### src/rtl/booth_seq_pkg.sv
// booth_seq_pkg
// Shared definitions for the sequential radix-2 Booth multiplier:
//   state_t       - controller states (IDLE, RUN, DONE)
//   BOOTH_*       - encodings of the {Q_r[0], q_m1} Booth select pair
//   cnt_width()   - bits needed to hold a step count of 0..width
package booth_seq_pkg;

    typedef enum logic [1:0] {
        IDLE = 2'd0,
        RUN  = 2'd1,
        DONE = 2'd2
    } state_t;

    // {Q_r[0], q_m1} pairs. Both 00 and 11 mean "no change to A".
    localparam logic [1:0] BOOTH_NOP     = 2'b00;
    localparam logic [1:0] BOOTH_NOP_ALT = 2'b11;
    localparam logic [1:0] BOOTH_ADD     = 2'b01;
    localparam logic [1:0] BOOTH_SUB     = 2'b10;

    // Step counter width: it is loaded with width itself, so width+1 codes are needed.
    function automatic int cnt_width(input int width);
        return $clog2(width + 1);
    endfunction

endpackage

### src/rtl/booth_seq_mult_ctrl_if.sv
// booth_seq_mult_ctrl_if
// Operand and product handshakes of the sequential Booth multiplier.
//   in_valid/in_ready        - operand pair handshake (multiplicand, multiplier)
//   out_valid/out_ready      - product handshake (product, 2*WIDTH bits)
//   busy                     - multiplier is running or holding a result
// Modports: slave = multiplier side, master = client side.
interface booth_seq_mult_ctrl_if #(
    parameter int WIDTH = 8
);
    logic                 in_valid;
    logic                 in_ready;
    logic [WIDTH-1:0]     multiplicand;
    logic [WIDTH-1:0]     multiplier;
    logic                 out_valid;
    logic                 out_ready;
    logic [2*WIDTH-1:0]   product;
    logic                 busy;

    modport slave (
        input  in_valid, multiplicand, multiplier, out_ready,
        output in_ready, out_valid, product, busy
    );

    modport master (
        output in_valid, multiplicand, multiplier, out_ready,
        input  in_ready, out_valid, product, busy
    );
endinterface

### src/rtl/booth_step.sv
// booth_step
// One combinational radix-2 Booth step: conditional add/subtract of the
// sign-extended multiplicand into A, then arithmetic right shift of
// {A, Q, q_m1} by one bit.
//   a_in/a_out     - WIDTH+1 bit accumulator (extra bit absorbs -(-2^(WIDTH-1)))
//   q_in/q_out     - multiplier shift register
//   qm1_in/qm1_out - bit shifted out of Q on the previous step
//   m_in           - multiplicand
module booth_step
    import booth_seq_pkg::*;
#(
    parameter int WIDTH = 8
) (
    input  logic [WIDTH:0]   a_in,
    input  logic [WIDTH-1:0] q_in,
    input  logic             qm1_in,
    input  logic [WIDTH-1:0] m_in,
    output logic [WIDTH:0]   a_out,
    output logic [WIDTH-1:0] q_out,
    output logic             qm1_out
);
    logic [WIDTH:0] m_ext;
    logic [WIDTH:0] sum;

    assign m_ext = {m_in[WIDTH-1], m_in};

    always_comb begin
        sum = a_in;
        case ({q_in[0], qm1_in})
            BOOTH_ADD: sum = a_in + m_ext;
            BOOTH_SUB: sum = a_in - m_ext;
            default:   sum = a_in;
        endcase
    end

    // Arithmetic shift: A's sign bit is replicated, A's LSB moves into Q.
    assign a_out   = {sum[WIDTH], sum[WIDTH:1]};
    assign q_out   = {sum[0], q_in[WIDTH-1:1]};
    assign qm1_out = q_in[0];

endmodule

### src/rtl/booth_seq_mult_ctrl.sv
// booth_seq_mult_ctrl
// Sequential signed WIDTH x WIDTH radix-2 Booth multiplier. Accepts an
// operand pair in IDLE, retires one Booth step per clock for WIDTH clocks,
// then holds the 2*WIDTH-bit product in DONE until it is consumed.
//   clk   - rising-edge clock
//   rst_n - asynchronous active-low reset
//   bus   - operand/product handshakes and busy (slave modport)
module booth_seq_mult_ctrl
    import booth_seq_pkg::*;
#(
    parameter int WIDTH = 8
) (
    input  logic                  clk,
    input  logic                  rst_n,
    booth_seq_mult_ctrl_if.slave  bus
);
    localparam int CW = cnt_width(WIDTH);
    localparam logic [CW-1:0] CNT_LOAD = CW'(WIDTH);
    localparam logic [CW-1:0] CNT_LAST = CW'(1);

    state_t               state_reg, state_next;
    logic [WIDTH:0]       a_reg, a_next;
    logic [WIDTH-1:0]     q_reg, q_next;
    logic                 qm1_reg, qm1_next;
    logic [WIDTH-1:0]     m_reg, m_next;
    logic [CW-1:0]        cnt_reg, cnt_next;
    logic [2*WIDTH-1:0]   product_reg, product_next;

    logic [WIDTH:0]       step_a;
    logic [WIDTH-1:0]     step_q;
    logic                 step_qm1;

    booth_step #(.WIDTH(WIDTH)) u_step (
        .a_in    (a_reg),
        .q_in    (q_reg),
        .qm1_in  (qm1_reg),
        .m_in    (m_reg),
        .a_out   (step_a),
        .q_out   (step_q),
        .qm1_out (step_qm1)
    );

    always_ff @(posedge clk or negedge rst_n) begin
        if (!rst_n) begin
            state_reg   <= IDLE;
            a_reg       <= '0;
            q_reg       <= '0;
            qm1_reg     <= 1'b0;
            m_reg       <= '0;
            cnt_reg     <= '0;
            product_reg <= '0;
        end else begin
            state_reg   <= state_next;
            a_reg       <= a_next;
            q_reg       <= q_next;
            qm1_reg     <= qm1_next;
            m_reg       <= m_next;
            cnt_reg     <= cnt_next;
            product_reg <= product_next;
        end
    end

    always_comb begin
        state_next   = state_reg;
        a_next       = a_reg;
        q_next       = q_reg;
        qm1_next     = qm1_reg;
        m_next       = m_reg;
        cnt_next     = cnt_reg;
        product_next = product_reg;

        case (state_reg)
            IDLE: begin
                if (bus.in_valid) begin
                    state_next = RUN;
                    m_next     = bus.multiplicand;
                    a_next     = '0;
                    q_next     = bus.multiplier;
                    qm1_next   = 1'b0;
                    cnt_next   = CNT_LOAD;
                end
            end
            RUN: begin
                a_next   = step_a;
                q_next   = step_q;
                qm1_next = step_qm1;
                cnt_next = cnt_reg - CNT_LAST;
                // Final step: the shifted A fits in WIDTH bits, so its top bit is dropped.
                if (cnt_reg == CNT_LAST) begin
                    state_next   = DONE;
                    product_next = {step_a[WIDTH-1:0], step_q};
                end
            end
            DONE: begin
                if (bus.out_ready) begin
                    state_next = IDLE;
                end
            end
            default: state_next = IDLE;
        endcase
    end

    assign bus.in_ready  = (state_reg == IDLE);
    assign bus.out_valid = (state_reg == DONE);
    assign bus.busy      = (state_reg != IDLE);
    assign bus.product   = product_reg;

endmodule
### src/flat_wrapper.sv
// flat-port wrapper written by rule: the top's interface ports become plain ports
module booth_seq_mult_ctrl_flat import booth_seq_pkg::*;
#(
    parameter int WIDTH = 8
)
  (clk, rst_n, bus_in_valid, bus_multiplicand, bus_multiplier, bus_out_ready, bus_in_ready, bus_out_valid, bus_product, bus_busy);
  booth_seq_mult_ctrl_if #(.WIDTH(WIDTH)) bus_i ();
  input  logic clk;
  input  logic rst_n;
  input wire logic [$bits(bus_i.in_valid)-1:0] bus_in_valid;
  input wire logic [$bits(bus_i.multiplicand)-1:0] bus_multiplicand;
  input wire logic [$bits(bus_i.multiplier)-1:0] bus_multiplier;
  input wire logic [$bits(bus_i.out_ready)-1:0] bus_out_ready;
  output wire logic [$bits(bus_i.in_ready)-1:0] bus_in_ready;
  output wire logic [$bits(bus_i.out_valid)-1:0] bus_out_valid;
  output wire logic [$bits(bus_i.product)-1:0] bus_product;
  output wire logic [$bits(bus_i.busy)-1:0] bus_busy;
  assign bus_i.in_valid = bus_in_valid;
  assign bus_i.multiplicand = bus_multiplicand;
  assign bus_i.multiplier = bus_multiplier;
  assign bus_i.out_ready = bus_out_ready;
  assign bus_in_ready = bus_i.in_ready;
  assign bus_out_valid = bus_i.out_valid;
  assign bus_product = bus_i.product;
  assign bus_busy = bus_i.busy;
  booth_seq_mult_ctrl #(.WIDTH(WIDTH)) u_core (.clk(clk), .rst_n(rst_n), .bus(bus_i));
endmodule
### config.mk
export PLATFORM = sky130hd
export DESIGN_NAME = booth_seq_mult_ctrl_flat
export DESIGN_NICKNAME = d
export VERILOG_FILES = /design/src/rtl/booth_seq_pkg.sv /design/src/rtl/booth_seq_mult_ctrl_if.sv /design/src/rtl/booth_step.sv /design/src/rtl/booth_seq_mult_ctrl.sv /design/src/flat_wrapper.sv
export SDC_FILE = /design/constraint.sdc
export NUM_CORES = 1
export LEC_CHECK = 0
export CAP_MARGIN = 20
export CORE_MARGIN = 8
export CORE_UTILIZATION = 32
export CTS_CLUSTER_DIAMETER = 100
export CTS_CLUSTER_SIZE = 10
export DETAILED_ROUTE_END_ITERATION = 10
export PLACE_DENSITY = 0.51
export SKIP_CTS_REPAIR_TIMING = 1
export SLEW_MARGIN = 20
export SYNTH_ARGS = -nofsm -noshare
export SYNTH_HDL_FRONTEND = slang
export SYNTH_SLANG_ARGS = --single-unit
### constraint.sdc
create_clock -name clk -period 2.7 [get_ports clk]
set_clock_uncertainty 0.1 [all_clocks]
set_input_delay 0.405 -clock clk [delete_from_list [all_inputs] [get_ports clk]]
set_output_delay 0.405 -clock clk [all_outputs]
set_load 0.1 [all_outputs]
==> flow_summary.ini, run 1 <==
[clocking]
clock_latency_ns = 0.30
clock_sinks = 47
numCtsBuffers = 5
cts_root_buf = clkbuf_8
htree_levels = 2
clockBufferDepth = 2
cts_tree = yes
clk_pin_slew_ns = 0.09

[logic_synthesis]
synthCells = 258
ys_seq_elements = 47
synth_ff_type = dfrtp_1
synth_edf_count = 0
ys_top_cells_by_area = dfrtp_1 47%, nand2_1 7.1%, ha_1 6.0%
postSynthAreaPerCell_sq_um = 9.65
synthArstFlopShare = 1.00
yosysWarnings = 0
yosysTopAreaCellShare = 0.472
syn-cell-area_sq_um = 2490
ys_seq_area_frac = 0.472
synth_cell_types = 46
yosys.area.top_type = dfrtp_1
synth_fp_nets = 291

[flow_run]
maxCapViolCount = 0

[finish]
antenna-diode-count = 0
largest_reg_flops = 16
multiInputGateArea_sq_um = 1320
ff_latch_area_sq_um = 1180
n_fill_cell = 747
syn2layout_area_growth_pct = 36.1
final_layout_size_suffix_gt1_frac = 0.284
final_nets = 356
final_cell_count_no_fill = 426

[timing]
rsz0062_at_grt = yes
period_minus_slack_ns = 2.73
period_share = 1.01
timing.final.ws_setup_ns = -0.0288
tightest_slew_ns = 0.776
whs_ns = 0.0785
fmax_mhz = 366
relSlewSlack = 0.482
drv_slew = 0
totalNegativeSetupSlack_ns = -0.0527
hold_viol = 0
setup_viol = 2

[die]
die_area_sq_um = 10900
initial_core_util = 0.326
die_x_um = 104
io_pins = 39
core_area_sq_um = 7650
die_h_um = 104
rows = 32

[placed_design]
numPlacedInstances = 412
gp_congestion = 0.804
post-dp-hpwl_um = 4510
portBuffers = 38

[critical_path]
worstSetupPathType = reg -> reg
endpoint_kind = flip-flop
crit_arrival_ns = 2.87
cp.required_ns = 2.84
cp_max_fo = 7
start_kind = flip-flop

[detailed_routing]
routed_wl_um = 6150
vias = 2059
initialDrtViolationCount = 77
viasPerCell = 4.83
drc = 0
post_drt_wl_per_cell_um = 14.4
drt-pass1-iter-count = 4
ant_nets = 0

[global_routing]
grt_pass1_wl_um = 10400
antenna_found_initial = 0
grt_max_degree = 48
grt-ovfl-total = 0
grt_pass1_vias = 2106
grt_use_total = 0.115

[min_path]
hold_path_class = in -> async

[outcome]
status = finished with violations
violations = negative setup slack
==> metal layers <==
layer | vias to the layer above | global-route usage | share of wire
li1 | 1034 | - | -
met1 | 992 | 0.144 | 0.46
met2 | 26 | 0.191 | 0.49
met3 | 7 | 0.0248 | 0.030
met4 | 0 | 0.0393 | 0.013
met5 | - | 0 | 0
==> placed cells by master (no fill, tap or decap), drive strengths merged, types with 2 or more instances in the layout <==
cell,Yosys,layout
buf,2,53
nand2,47,47
dfrtp,47,47
o21ai,22,22
clkdlybuf4s50,0,18
ha,12,12
inv,11,11
nor2,11,11
a21oi,11,11
mux2,10,10
nand3,9,9
xnor2,7,7
a22oi,7,7
nor3,6,6
clkbuf,11,6
nor2b,4,4
nand2b,3,3
o21a,3,3
a21o,3,3
o31a,2,2
o211ai,2,2
mux2i,2,2
a22o,2,2
nor4b,2,2
bufinv,0,2
nor4,2,2
==> worst max-delay path: stages, from the launching register on <==
cell and delay [ns]:
dfrtp_1 0.42, ha_4 0.20, buf_12 0.13, nor2_1 0.12, xnor2_1 0.15, ha_1 0.29
o21a_1 0.20, o31a_1 0.14, a221oi_4 0.29, xor2_2 0.13, or4_1 0.41, nand3_1 0.08
==> cell type report <==
| type | count | area share |
|---|---|---|
| well taps | 102 | 0.0377 |
| flip-flops and latches | 47 | 0.348 |
| repair buffers | 71 | 0.173 |
| multi-input cells | 187 | 0.390 |
| clock buffers | 6 | 0.0214 |
| clock inverters | 2 | 0.0177 |
| inverters | 11 | 0.0122 |
==> Yosys cell counts (3+ instances only) <==
master / instances
nand2b_1: 3
nand3_1: 9
a22oi_1: 7
nor2_1: 11
mux2_2: 10
clkbuf_1: 11
nor3_1: 6
dfrtp_1: 47
o21a_1: 3
a21o_1: 3
inv_1: 11
ha_1: 12
xnor2_1: 7
nand2_1: 47
nor2b_1: 4
a21oi_1: 11
o21ai_0: 22
==> cells by family after synthesis <==
kind of cell	share of synthesized area
and+or+nand+nor	0.180
AOI/OAI and AO/OA	0.158
DFF	0.472
buffers and inverters	0.0397
adders and majority gates	0.0683
muxes	0.0533
xor gates and xnor gates	0.0281
==> metrics by stage <==
| step | util | cell area, sq um | worst slack [ns] |
|---|---|---|---|
| after floorplan | - | 2540 | -0.0118 |
| after global routing | 0.443 | 3390 | -0.151 |
| after detailed placement | 0.411 | 3140 | -0.0467 |
| after CTS | 0.428 | 3270 | -0.0585 |
| after global placement | 0.411 | 3140 | -0.0291 |
| final | 0.443 | 3390 | -0.0288 |
==> path summary, 6_finish.rpt <==
kind	from	to	slack, ns	depth (start not counted)
min reg2reg	u_core.cnt_reg[3]$_DFFE_PN0P_	u_core.cnt_reg[3]$_DFFE_PN0P_	0.38	1
max	u_core.q_reg[0]$_DFFE_PN0P_	u_core.a_reg[7]$_DFFE_PN0P_	-0.03	11
min	rst_n	u_core.m_reg[7]$_DFFE_PN0P_	0.08	2
min in group clk	u_core.cnt_reg[3]$_DFFE_PN0P_	u_core.cnt_reg[3]$_DFFE_PN0P_	0.38	1
max in group asynchronous	rst_n	u_core.m_reg[4]$_DFFE_PN0P_	1.99	2
max reg2reg	u_core.q_reg[0]$_DFFE_PN0P_	u_core.a_reg[7]$_DFFE_PN0P_	-0.03	11
Power of run 1 is left out: the tool's default activity adds up to more than one toggle a clock period on the data nets, which glitch-free logic cannot reach.
==> run 2: changes to the inputs <==
GPL_ROUTABILITY_DRIVEN = 0   (was unset)
SKIP_CTS_REPAIR_TIMING = unset   (was 1)
TNS_END_PERCENT = 10   (was unset)
==> run 2 against run 1 <==
Final area down 3.0%. The run still ends with negative setup slack left. Clock-buffer cell count down 1. Maximum frequency up 0.26%. Register-to-register slack about the same. Critical path depth down 2. Global-route usage about the same. Die area unchanged. Cell count down 1.6%. Worst setup slack better by 0.0071 ns.
==> flow_summary.ini, run 2 (synthesized netlist as in run 1, its figures left out) <==
[timing]
tightest_slew_ns = 0.616
totalNegativeSetupSlack_ns = -0.0287
timing.final.ws_setup_ns = -0.0217
whs_ns = 0.0822
period_minus_slack_ns = 2.72
rsz0062_at_grt = yes
hold_viol = 0
relSlewSlack = 0.590
drv_slew = 0
fmax_mhz = 367
period_share = 1.01
setup_viol = 2

[clocking]
clk_pin_slew_ns = 0.09
cts_tree = yes
cts_root_buf = clkbuf_8
clock_latency_ns = 0.31
postCtsSetupBuffers = 0
postCtsHoldBufs = 0
clock_sinks = 47
htree_levels = 2
numCtsBuffers = 5
clockBufferDepth = 2

[detailed_routing]
vias = 2042
routed_wl_um = 6000
drc = 0
viasPerCell = 4.87
drt-pass1-iter-count = 4
initialDrtViolationCount = 83
post_drt_wl_per_cell_um = 14.3
ant_nets = 0

[die]
core_area_sq_um = 7650
die_area_sq_um = 10900
rows = 32
io_pins = 39
initial_core_util = 0.326
die_h_um = 104
die_x_um = 104

[critical_path]
cp.required_ns = 2.84
critPathLaunch = u_core.m_reg[3]$_DFFE_PN0P_
start_kind = flip-flop
regToRegEndpoint = u_core.a_reg[7]$_DFFE_PN0P_
crit_arrival_ns = 2.87
worstSetupPathType = reg -> reg
endpoint_kind = flip-flop
endpoint = u_core.a_reg[7]$_DFFE_PN0P_
worstRegToRegCells = 9
r2r_start = u_core.m_reg[3]$_DFFE_PN0P_
r2r_slack_ns = -0.02
cp_max_fo = 4

[finish]
final_util = 0.430
final_layout_size_suffix_gt1_frac = 0.265
layout_commonest_cell = nand2_1
n_fill_cell = 779
largest_reg_flops = 16
final_cell_count_no_fill = 419
syn2layout_area_growth_pct = 32.1
antenna-diode-count = 0
final_nets = 349
final_cell_mix = 47 x nand2_1, 45 x buf_4, 45 x dfrtp_1

[placed_design]
post-dp-hpwl_um = 4400
portBuffers = 38
numPlacedInstances = 411

[min_path]
hold_path_class = in -> async

[global_routing]
grt_max_degree = 48
antenna_found_initial = 0
grt_pass1_wl_um = 10400
grt-ovfl-total = 0
grt_pass1_vias = 2053
grt_use_total = 0.115

[outcome]
violations = negative setup slack
status = finished with violations

[flow_run]
maxCapViolCount = 0
run 2: changes by cell type in the layout (fill, tap and decap cells not counted), moves of 2 or more:
| cell | previous run | this run |
|---|---|---|
| buf_4 | 51 | 45 |
| a21oi_1 | 9 | 11 |
| a21oi_2 | 2 | 0 |
| o21ai_1 | 4 | 2 |
run 2: worst min-delay path by stage:
stage	slack [ns]	start	end
floorplan	0.009	rst_n	u_core.a_reg[0]$_DFFE_PN0P_
global placement	0.37	u_core.cnt_reg[3]$_DFFE_PN0P_	u_core.cnt_reg[3]$_DFFE_PN0P_
detailed placement	0.37	u_core.cnt_reg[3]$_DFFE_PN0P_	u_core.cnt_reg[3]$_DFFE_PN0P_
CTS	0.11	rst_n	u_core.m_reg[1]$_DFFE_PN0P_
global route	0.15	rst_n	u_core.m_reg[2]$_DFFE_PN0P_
finish	0.08	rst_n	u_core.m_reg[6]$_DFFE_PN0P_
run 2: what timing repair did:
action / CTS / global route
gates cloned: 0 / 0
resized for setup: 12 / 11
pin swaps: 4 / 5
endpoints found under the setup margin: 8 / 10
run 2: layout make-up:
cell class              count  area, sq um  share of cell area
multi-input cells         187         1300               0.396
clock inverters             3         47.5              0.0145
flip-flops and latches     47         1180               0.358
repair buffers             64          523               0.159
inverters                  11         41.3              0.0126
clock buffers               5         68.8              0.0209
well taps                 102          128              0.0388
run 2: layer usage:
metal  global-route usage  vias to the layer above  wire length, um
met3               0.0192                       10              217
li1                     -                     1023                -
met1                0.147                      970             2810
met4               0.0434                        0               97
met2                0.190                       39             2870
met5                    0                        -                0
run 2: through the flow:
stage / area [sq um] / worst slack (ns)
after global routing: 3290 / -0.214
after floorplan: 2490 / -0.140
after global placement: 3090 / -0.0825
after detailed placement: 3090 / -0.163
final: 3290 / -0.0217
after CTS: 3250 / 0.000222
run 2: critical path: stages (launching register included):
cell      delay, ns
dfrtp_2        0.45
nor4_4         0.34
a41oi_2        0.17
xnor2_1        0.15
ha_1           0.29
and3_2         0.23
a221oi_4       0.29
xor2_2         0.13
or4_1          0.41
nand3_1        0.09
Power of run 2 is left out for the same reason.
